## src/rtl/wino_pin_framer.sv

```systemverilog
// rtl/wino_pin_framer.sv - pad-side framer: serial D words in, parallel tile to core, serial Z words out
// Optional pad-test loopback is built when WPF_LOOPBACK_EN is defined (adds the lpbk input).
module wino_pin_framer #(
   parameter int DATA_W    = 10,
   parameter int IN_WORDS  = 36,
   parameter int OUT_WORDS = 16
) (
   input  logic                        clk,
   input  logic                        rst,
   input  logic [DATA_W-1:0]           D,
   input  logic                        D_vld,
   output logic                        D_rdy,
   output logic [DATA_W-1:0]           Z,
   output logic                        Z_vld,
   input  logic                        Z_rdy,
   output logic [DATA_W*IN_WORDS-1:0]  core_in,
   output logic                        core_start,
   input  logic [DATA_W*OUT_WORDS-1:0] core_out,
   input  logic                        core_done,
   output logic [7:0]                  frm_cnt,
`ifdef WPF_LOOPBACK_EN
   input  logic                        lpbk,
`endif
   output logic                        err
);

   localparam int IN_IDX_W  = (IN_WORDS  > 1) ? $clog2(IN_WORDS)  : 1;
   localparam int OUT_IDX_W = (OUT_WORDS > 1) ? $clog2(OUT_WORDS) : 1;
   localparam int CNT_W     = (IN_IDX_W > OUT_IDX_W) ? IN_IDX_W : OUT_IDX_W;
   localparam logic [CNT_W-1:0] LAST_IN  = CNT_W'(IN_WORDS - 1);
   localparam logic [CNT_W-1:0] LAST_OUT = CNT_W'(OUT_WORDS - 1);

   typedef enum logic [1:0] {
      S_LOAD  = 2'd0,
      S_START = 2'd1,
      S_WAIT  = 2'd2,
      S_DRAIN = 2'd3
   } state_t;

   state_t             state;
   logic [CNT_W-1:0]   cnt;
   logic [DATA_W-1:0]  ibuf [IN_WORDS];
   logic [DATA_W-1:0]  obuf [OUT_WORDS];
   logic               lpbk_sel;

`ifdef WPF_LOOPBACK_EN
   assign lpbk_sel = lpbk;
`else
   assign lpbk_sel = 1'b0;
`endif

   // Z only carries data while draining; Z_vld is a register, so Z never depends on Z_rdy
   assign Z = Z_vld ? obuf[cnt[OUT_IDX_W-1:0]] : '0;

   // Present the whole input tile to the core in parallel
   always_comb begin
      core_in = '0;
      for (int k = 0; k < IN_WORDS; k++) begin
         core_in[k*DATA_W +: DATA_W] = ibuf[k];
      end
   end

   // Frame sequencer: collect tile, kick core, capture result, drain result
   always_ff @(posedge clk or negedge rst) begin
      if (!rst) begin
         state      <= S_LOAD;
         cnt        <= '0;
         D_rdy      <= 1'b1;
         Z_vld      <= 1'b0;
         core_start <= 1'b0;
         frm_cnt    <= 8'd0;
         err        <= 1'b0;
         for (int k = 0; k < IN_WORDS; k++) ibuf[k] <= '0;
         for (int k = 0; k < OUT_WORDS; k++) obuf[k] <= '0;
      end else begin
         // A done pulse is only legal while waiting on the core; otherwise flag and ignore it
         if (core_done && (state != S_WAIT)) err <= 1'b1;

         case (state)
            S_LOAD: begin
               if (D_vld) begin
                  ibuf[cnt[IN_IDX_W-1:0]] <= D;
                  if (cnt == LAST_IN) begin
                     cnt   <= '0;
                     D_rdy <= 1'b0;
                     if (lpbk_sel) begin
                        // Pad test: echo the head of the input tile; last word comes straight from D
                        for (int k = 0; k < OUT_WORDS; k++) begin
                           obuf[k] <= (k == IN_WORDS - 1) ? D : ibuf[k];
                        end
                        Z_vld <= 1'b1;
                        state <= S_DRAIN;
                     end else begin
                        core_start <= 1'b1;
                        state      <= S_START;
                     end
                  end else begin
                     cnt <= cnt + 1'b1;
                  end
               end
            end
            S_START: begin
               core_start <= 1'b0;
               state      <= S_WAIT;
            end
            S_WAIT: begin
               if (core_done) begin
                  for (int k = 0; k < OUT_WORDS; k++) begin
                     obuf[k] <= core_out[k*DATA_W +: DATA_W];
                  end
                  Z_vld <= 1'b1;
                  state <= S_DRAIN;
               end
            end
            S_DRAIN: begin
               if (Z_rdy) begin
                  if (cnt == LAST_OUT) begin
                     cnt     <= '0;
                     frm_cnt <= frm_cnt + 8'd1;
                     Z_vld   <= 1'b0;
                     D_rdy   <= 1'b1;
                     state   <= S_LOAD;
                  end else begin
                     cnt <= cnt + 1'b1;
                  end
               end
            end
            default: begin
               state <= S_LOAD;
            end
         endcase
      end
   end

endmodule

```

## config.mk

```make
export PLATFORM = sky130hd
export DESIGN_NAME = wino_pin_framer
export DESIGN_NICKNAME = d
export VERILOG_FILES = /design/src/rtl/wino_pin_framer.sv
export SDC_FILE = /design/constraint.sdc
export NUM_CORES = 1
export LEC_CHECK = 0
export ABC_AREA = 1
export CORE_MARGIN = 4
export CORE_UTILIZATION = 29
export CTS_BUF_LIST = sky130_fd_sc_hd__clkbuf_16
export DETAILED_ROUTE_END_ITERATION = 8
export GPL_ROUTABILITY_DRIVEN = 0
export HOLD_SLACK_MARGIN = 0.05
export PLACE_DENSITY = 0.6
export SLEW_MARGIN = 20
export SYNTH_ARGS = -nofsm -noshare
export SYNTH_HDL_FRONTEND = slang
export SYNTH_SLANG_ARGS = --single-unit
```

## constraint.sdc

```tcl
create_clock -name clk -period 1.8 [get_ports clk]
set_input_delay 0.18 -clock clk [delete_from_list [all_inputs] [get_ports clk]]
set_output_delay 0.18 -clock clk [all_outputs]
set_load 0.01 [all_outputs]
```

==> metrics.txt <==
R2R Path Start cnt[1]; Seq cells post-synth 540; TritonRoute pass-1 iters 5; clk slew on worst S/H paths about 0.060 ns; placed cells ~3.7k; relative slew slack 0.451; Max Clock Freq between 0.4 and 0.5 GHz; HPWL Detailed about 56000 um; Worst setup startpoint cnt[0]; Vias/cell 5.01; Die Y approximately 280 um; Post-Synth XOR/XNOR Area 0.00362; Yosys top cell area share 0.620; Synth Area in Compound Gates 0.0883; layout cells sized above 1 0.399; DR DRC count 0; # IOs between 500 and 600; min Tclk post-route 2.43 ns; Syn Std Cell Area around 22000 sq um; sequential area share after synthesis 0.621; Worst Path Class, Setup flip-flop to primary output; initial antenna violation count 9; Critical Path AT roughly 2.3 ns; Overflow after GRT 0; WHS 0.0798 ns; most common cell after layout, fill and taps aside clkdlybuf4s50_1; highest-count cells in the layout ignoring fill and taps clkdlybuf4s50_1 (534), dfrtp_1 (533), nand2_1 (326); CP Data Required Time 1.62 ns; violations in the final reports setup timing; TritonCTS Sinks 540; actual slew at the worst max-slew pin 0.824 ns; status complete, but fails checks; Clk Latency, worst-skew pair 0.63 ns; die width ~280 um; Synth cell types 30; maximum VDD drop 0.960 mV; max-cap viol count 0; Final Max Tran Viols 0; Final Cycle Share 1.35; maximum number of pins on one net before global-route repair 83; gr usage total 0.199; Root Driver clkbuf_16; Post-Synthesis Cells between 2k and 2.5k; vias in the first global route approximately 19k; Pleak roughly 17 nW; main area contributors after synthesis dfrtp_1 (62%), nand2_1 (12%), mux2_2 (8.0%), o21ai_1 (4.4%), o21ai_0 (4.1%); DRT iter0 DRCs 1390; Worst Hold Class input pin to asynchronous set/reset pin; fraction of synthesized area in multiplexers 0.0797; CTS Buffer Depth 3; cell taking the most area after synthesis dfrtp_1; RSZ-0062 raised after global routing yes; CTS tree done; Port Buffers between 500 and 600; Total Nets Final 3116; Post-Route WL 92400 um; via count between 15k and 20k; Power Dens Cells 1530 nW/um^2; syn avg cell area approximately 10 sq um; clk_skew ~0.027 ns; Post-Syn Nets roughly 2.3k; simple logic cell fraction of the synthesized area 0.160; Antenna Violating Nets Remaining 0; YS warnings 0; Max H-tree Level 2; area grow syn2layout 75.7%; Final Power between 50 and 60 mW; Startpoint Class flip-flop; Core Region about 74000 sq um; Post-Synth Adder-Cell Area 0.00345; Core Rows 100; CP Capture Type primary output; starting density of the core 0.292; Place WS -0.531 ns; Die Area approximately 79000 sq um; Non-Filler Instances between 3k and 4k; combinational family with the most area after synthesis simple AND/OR/NAND/NOR gates; Fin. Hold Viols 0; Final Setup Violations between 300 and 400; worst setup margin -0.634 ns; WL per Instance around 23 um; CTS Buf Count 60; first-pass GRT wire length ~120000 um; CP Max Fanout 14
==> kinds of logic after synthesis <==
kind of cell / Yosys count
buffers and inverters: 207
XOR/XNOR: 9
multiplexers: 154
AND/OR/NAND/NOR: 846
AO/OA/AOI/OAI: 383
flip-flops: 540
adder cells (fa/ha/maj): 6
==> worst max-delay path, cell delays in order (launching register included) <==
cell and delay (ns):
dfrtp_2 0.47, buf_12 0.18, buf_4 0.14, nand2_1 0.05
nand2_1 0.06, nand2_1 0.06, nand2_1 0.05, nand2_1 0.06
nand2_1 0.08, nor2_1 0.14, nor2_2 0.07, buf_4 0.13
buf_4 0.15
==> path summary, 6_finish.rpt <==
kind	endpoint	slack, ns	cells after the start
worst max-delay path	Z[7]	-0.63	12
worst min-delay path	core_in[259]	0.08	2
worst max register to register	core_in[354]	-0.30	12
worst min register to register	err	0.46	1
max in group asynchronous	D_rdy	0.88	4
min in group clk	obuf[65]	0.13	3
==> Yosys cell counts <==
cell type  instances
nor2_4             2
o21ai_0          177
dfstp_2            1
inv_4              2
inv_2              6
clkbuf_2           6
dfrtp_1          539
a21o_1             1
nand2_1          680
a21oi_1           13
xor2_1             6
nor2_2             5
buf_4              5
a31oi_1            1
ha_1               6
nand3_2            4
nor3_4             3
nor4_4             3
buf_6              4
o21ai_1          191
buf_1              6
nand4_1           39
clkbuf_1          51
nor3_2             3
inv_1             45
buf_2             82
mux2_2           154
nor2_1            65
nand3_1           42
xnor2_1            3
==> state kept, by name (all words and copies together) (netlist names) <==
signal      count
core_in       360
cnt             6
Z_vld           1
core_start      1
state           2
D_rdy           1
frm_cnt         8
obuf          160
err             1
==> stage by stage <==
step,util,TNS (ns),cell area [sq um]
6_report,0.513,-44.65,38200
2_1_floorplan,-,0,21800
5_1_grt,0.513,-81.95,38200
3_3_place_gp,0.404,-14.98,30100
3_5_place_dp,0.404,-18.74,30100
4_1_cts,0.454,-47.80,33800
==> area by class of cell <==
class                   instances  area, sq um
diodes                          1         2.50
clock buffers                  61         1530
clock inverters                50          556
fillers                      6208        36200
inverters                      53          226
multi-input cells            1402        10500
flip-flops and latches        540        13500
well taps                     969         1210
repair buffers                878        10600
==> repair_timing <==
item / 4_1_cts / 5_1_grt
resized for setup: 272 / 860
buffers inserted: 32 / 33
hold buffers: 1 / 0
hold endpoints to repair: 469 / 0
pin swaps: 30 / 35
setup endpoints to repair: 295 / 603
gates cloned: 23 / 66
==> where the power goes <==
part,leakage [nW],internal (mW),switching (mW),total (mW)
Combinational,8.77,13.2,11.8,25.0
Sequential,7.00,16.5,3.75,20.3
Clock,1.08,7.85,5.23,13.1
==> layer usage <==
layer	GRT usage	share of wire	vias up
li1	-	-	8733
met1	0.247	0.38	10000
met2	0.344	0.50	809
met3	0.0459	0.070	248
met4	0.0679	0.050	14
met5	0	0.00089	-
No activity file was read; power rests on OpenSTA's default activity.
